<file path="src/rtl/mul_share_arbiter.sv">
// rtl/mul_share_arbiter.sv - two-requester front end that shares one fixed-latency multiplier
// Optional macro MUL_ARB_FIXED_PRIO_EN: requester 0 always wins a tie instead of round-robin.
module mul_share_arbiter #(
    parameter int MUL_LATENCY = 33
) (
    input  logic        clk,
    input  logic        reset,
    input  logic        req0_valid,
    input  logic [31:0] req0_a,
    input  logic [31:0] req0_b,
    output logic        req0_ready,
    output logic        resp0_valid,
    output logic [63:0] resp0_r,
    input  logic        req1_valid,
    input  logic [31:0] req1_a,
    input  logic [31:0] req1_b,
    output logic        req1_ready,
    output logic        resp1_valid,
    output logic [63:0] resp1_r,
    output logic        mul_valid_in,
    output logic [31:0] mul_a,
    output logic [31:0] mul_b,
    input  logic [63:0] mul_r,
    output logic        busy,
    output logic [15:0] op_count
);

    typedef enum logic [1:0] {
        S_IDLE,
        S_ISSUE,
        S_WAIT,
        S_RESP
    } state_t;

    localparam logic [5:0] LAT = 6'(MUL_LATENCY);

    state_t      r_state;
    logic        r_last_grant;
    logic        r_grant_id;
    logic [5:0]  r_wait_cnt;
    logic        r_mul_valid_in;
    logic [31:0] r_mul_a;
    logic [31:0] r_mul_b;
    logic        r_resp0_valid;
    logic        r_resp1_valid;
    logic [63:0] r_resp0_r;
    logic [63:0] r_resp1_r;
    logic [15:0] r_op_count;

    logic w_idle;
    logic w_pick0;
    logic w_pick1;

    assign w_idle = (r_state == S_IDLE);

`ifdef MUL_ARB_FIXED_PRIO_EN
    assign w_pick1 = req1_valid && !req0_valid;
`else
    // On a tie requester 1 wins only when requester 0 held the previous grant.
    assign w_pick1 = req1_valid && (!req0_valid || !r_last_grant);
`endif
    assign w_pick0 = req0_valid && !w_pick1;

    assign req0_ready   = w_idle && w_pick0;
    assign req1_ready   = w_idle && w_pick1;
    assign busy         = !w_idle;
    assign mul_valid_in = r_mul_valid_in;
    assign mul_a        = r_mul_a;
    assign mul_b        = r_mul_b;
    assign resp0_valid  = r_resp0_valid;
    assign resp1_valid  = r_resp1_valid;
    assign resp0_r      = r_resp0_r;
    assign resp1_r      = r_resp1_r;
    assign op_count     = r_op_count;

    always_ff @(posedge clk) begin
        if (reset) begin
            r_state        <= S_IDLE;
            r_last_grant   <= 1'b1;
            r_grant_id     <= 1'b0;
            r_wait_cnt     <= 6'd0;
            r_mul_valid_in <= 1'b0;
            r_mul_a        <= 32'd0;
            r_mul_b        <= 32'd0;
            r_resp0_valid  <= 1'b0;
            r_resp1_valid  <= 1'b0;
            r_resp0_r      <= 64'd0;
            r_resp1_r      <= 64'd0;
            r_op_count     <= 16'd0;
        end else begin
            r_mul_valid_in <= 1'b0;
            r_resp0_valid  <= 1'b0;
            r_resp1_valid  <= 1'b0;
            case (r_state)
                S_IDLE: begin
                    if (w_pick0 || w_pick1) begin
                        r_grant_id     <= w_pick1;
                        r_last_grant   <= w_pick1;
                        r_mul_a        <= w_pick1 ? req1_a : req0_a;
                        r_mul_b        <= w_pick1 ? req1_b : req0_b;
                        r_mul_valid_in <= 1'b1;
                        r_state        <= S_ISSUE;
                    end
                end
                S_ISSUE: begin
                    r_wait_cnt <= LAT;
                    r_state    <= S_WAIT;
                end
                S_WAIT: begin
                    r_wait_cnt <= r_wait_cnt - 6'd1;
                    // mul_r is valid only in this cycle; it lands straight in the response register.
                    if (r_wait_cnt == 6'd1) begin
                        if (r_grant_id) begin
                            r_resp1_r     <= mul_r;
                            r_resp1_valid <= 1'b1;
                        end else begin
                            r_resp0_r     <= mul_r;
                            r_resp0_valid <= 1'b1;
                        end
                        r_state <= S_RESP;
                    end
                end
                S_RESP: begin
                    r_op_count <= r_op_count + 16'd1;
                    r_state    <= S_IDLE;
                end
                default: r_state <= S_IDLE;
            endcase
        end
    end

endmodule

</file>
<file path="config.mk">
export PLATFORM = sky130hd
export DESIGN_NAME = mul_share_arbiter
export DESIGN_NICKNAME = d
export VERILOG_FILES = /design/src/rtl/mul_share_arbiter.sv
export SDC_FILE = /design/constraint.sdc
export NUM_CORES = 1
export LEC_CHECK = 0
export BUFFER_PORTS_ARGS = -buffer_cell sky130_fd_sc_hd__buf_2
export CAP_MARGIN = 20
export CORE_AREA = 3 3 158 160
export DETAILED_ROUTE_END_ITERATION = 12
export DIE_AREA = 0 0 161 163
export HOLD_SLACK_MARGIN = 0.12
export PLACE_DENSITY = 0.74
export SKIP_CTS_REPAIR_TIMING = 1
export SYNTH_ARGS = -nofsm -noshare
export SYNTH_HDL_FRONTEND = slang
export SYNTH_SLANG_ARGS = --single-unit
</file>
<file path="constraint.sdc">
create_clock -name clk -period 6.1 [get_ports clk]
set_clock_uncertainty 0.1 [all_clocks]
set_input_delay 0.61 -clock clk [delete_from_list [all_inputs] [get_ports clk]]
set_output_delay 0.61 -clock clk [all_outputs]
set_load 0.1 [all_outputs]
</file>
==> results_dict.tcl <==
set metrics [dict create \
    drt_iter0_drc 631 \
    path_cells "inv_1, ha_1, inv_1, nor2_4, buf_4, nor2_1, a211oi_1" \
    worst_ir_drop_vdd_uv 443.6 \
    vias 8282 \
    critPathMaxFanout 96 \
    synthTopCellsByArea "dfxtp_1 (49%), nand2_1 (9.6%), mux2i_1 (7.4%), a21oi_2 (6.0%), a211oi_1 (5.4%)" \
    numCtsBuffers 24 \
    syn2layout_area_growth_pct 31.76 \
    dp_hpwl_mm 19.96 \
    final_core_util_pct 50.10 \
    track_usage_pct 19.77 \
    die-area_um2 26240 \
    arrival_ns 3.13 \
    tritoncts "built" \
    crit_required_ns 6.40 \
    cts.reportedPaths.clkPinSlew_ns 0.06 \
    cts-root-buf "clkbuf_16" \
    ys_seq_area_share_pct 49.43 \
    cpPeakStageDelay_ns 0.81 \
    antenna_found_initial 6 \
    via_per_inst 4.872 \
    place_area_um2 11000 \
    setup_violations 0 \
    ys_warn_count 0 \
    drive_gt1_share_pct 40.48 \
    yosysTopAreaCell "dfxtp_1" \
    ant_nets 0 \
    syn_inst 995 \
    rsz0062_at_grt "no" \
    drt-wirelength-per-cell_um 16.38 \
    synthesis.nets 1197 \
    drc 0 \
    place.gp.congestion 0.7986 \
    synth-seq-cells 221 \
    slowest_stage "buf_4" \
    core_area_um2 23540 \
    final.setup.tns_ns 0 \
    grt_pass1_vias 7936 \
    final-max-slew-violation-count 0 \
    synth_cell_types 39 \
    p_leak_nw 5.121 \
    fp.dieW_um 161 \
    synthFlopType "dfxtp_1" \
    power_density_nw_per_um2 467.8 \
    netlist_area_um2 8951 \
    grt_pass1_wl_mm 42.54 \
    slew-limit-headroom_pct 39.59 \
    clkSinkCount 221 \
    outcome "finished, final reports clean" \
    post-route-min-period_ns 2.828 \
    startpoint_type "flip-flop" \
    endpoint_kind "flip-flop" \
    wl_mm 27.84 \
    num_rows 56 \
    min_path_type "primary input to flip-flop" \
    yosys.area.top_type_share_pct 49.43 \
    synth_commonest_cells "nand2_1 (230), dfxtp_1 (221), nor2_1 (86), a21oi_1 (74), mux2i_1 (66)" \
    avgSynthCellArea_um2 8.996 \
    drtPass1Iterations 4 \
    die-height_um 163 \
    synth_edf_count 0 \
    yosysMostFrequentCell "nand2_1" \
    clkLatencyLatePin_ns 0.50 \
    fmax_ghz 0.3537 \
    initial_core_util_pct 38.02 \
    finalInstanceArea_um2 11790 \
    grt_max_degree 125 \
    clock_path_buffers 3 \
    grt-ovfl-total 0 \
    h-tree-depth 1 \
    ios 410 \
    maxCapViolations 0 \
    async_flop_share_pct 0 \
    fill_cells 2219 \
    nNetsFinal 1563 \
    hold_viol_final 0 \
    io_buffers 409 \
    worst_slew_pin_slew_ns 0.9062 \
    critPathKind "flip-flop to flip-flop" \
    period_share_pct 46.35 \
    crit_path_frequent_cell "inv_1" \
]
==> where the power goes <==
| group | switching, mW | total, mW | internal, mW | leakage (nW) |
|---|---|---|---|---|
| logic | 1.92 | 2.33 | 0.402 | 2.94 |
| registers | 0.121 | 1.78 | 1.66 | 1.80 |
| clock network | 0.561 | 1.41 | 0.853 | 0.383 |
| total | 2.61 | 5.52 | 2.91 | 5.12 |
==> layer usage <==
layer  wire length, µm  global-route usage [%]
met4               939                   7.861
met2             13350                   33.43
met1             11030                   23.73
met5                10                       0
met3              2499                   5.748
==> stage by stage <==
step | power, mW | instances | hold slack, ns | worst slack, ns
final | 5.517 | 1700 | 0.2507 | 3.272
after global placement | 4.100 | 1654 | 0.3389 | 3.419
after floorplan | 3.749 | 995 | 0.3811 | 2.972
after detailed placement | 4.131 | 1654 | 0.3435 | 3.325
after CTS | 5.559 | 1695 | 0.2231 | 3.301
after global routing | 5.745 | 1699 | 0.2427 | 2.958
==> area by class of cell <==
| cell class | count | area (µm²) | area share (%) |
|---|---|---|---|
| Antenna cell | 5 | 12.51 | 0.1061 |
| Clock buffer | 39 | 768.2 | 6.514 |
| Clock inverter | 2 | 12.51 | 0.1061 |
| Inverter | 9 | 33.78 | 0.2864 |
| Multi-Input combinational cell | 689 | 4023 | 34.11 |
| Sequential cell | 221 | 4424 | 37.51 |
| Tap cell | 319 | 399.1 | 3.384 |
| Timing Repair Buffer | 416 | 2121 | 17.98 |
==> flip-flops by register name, indices dropped and copies added (netlist names) <==
signal,flops
mul_b,32
resp0_valid,1
r_last_grant,1
mul_a,32
resp0_r,64
resp1_valid,1
op_count,16
resp1_r,64
r_wait_cnt,6
r_state,2
mul_valid_in,1
r_grant_id,1
==> path summary, 6_finish.rpt <==
path / slack (ns) / cells after the start / start / endpoint
min reg2reg: 0.35 / 2 / resp1_r[63]$_SDFFE_PP0P_ / resp1_r[63]$_SDFFE_PP0P_
max: 3.27 / 7 / r_state[0]$_SDFFE_PP0P_ / mul_b[13]$_SDFFE_PP0P_
max reg2reg: 3.27 / 7 / r_state[0]$_SDFFE_PP0P_ / mul_b[13]$_SDFFE_PP0P_
min: 0.25 / 3 / mul_r[17] / resp1_r[17]$_SDFFE_PP0P_
==> critical path: cells and delay by family, from the launching register on <==
family	cells	cell delay (ns)
compound gates	1	0.26
fa+ha+maj	1	0.27
buf+inv	3	1.03
flops	1	0.33
simple gates	2	0.66
==> layout by cell type, fill, tap and decap left out, types with 25 or more instances in the layout <==
cell type  netlist  layout
a211oi_1        64      64
a21oi_1         74      74
a21oi_2         61      61
buf_2            9     408
clkbuf_16        0      25
dfxtp_1        221     221
mux2i_1         66      66
nand2_1        230     230
nand2_2         36      36
nor2_1          86      85
==> kinds of logic after synthesis <==
group                    count (synthesis)  synth area share (%)
buffers and inverters                   85                 5.871
AO/OA/AOI/OAI                          211                 16.34
adder cells (fa/ha/maj)                  6                0.8387
multiplexers                            67                 7.506
XOR/XNOR                                13                 1.272
flip-flops                             221                 49.43
AND/OR/NAND/NOR                        392                 18.74
No activity file was read; power rests on OpenSTA's default activity.
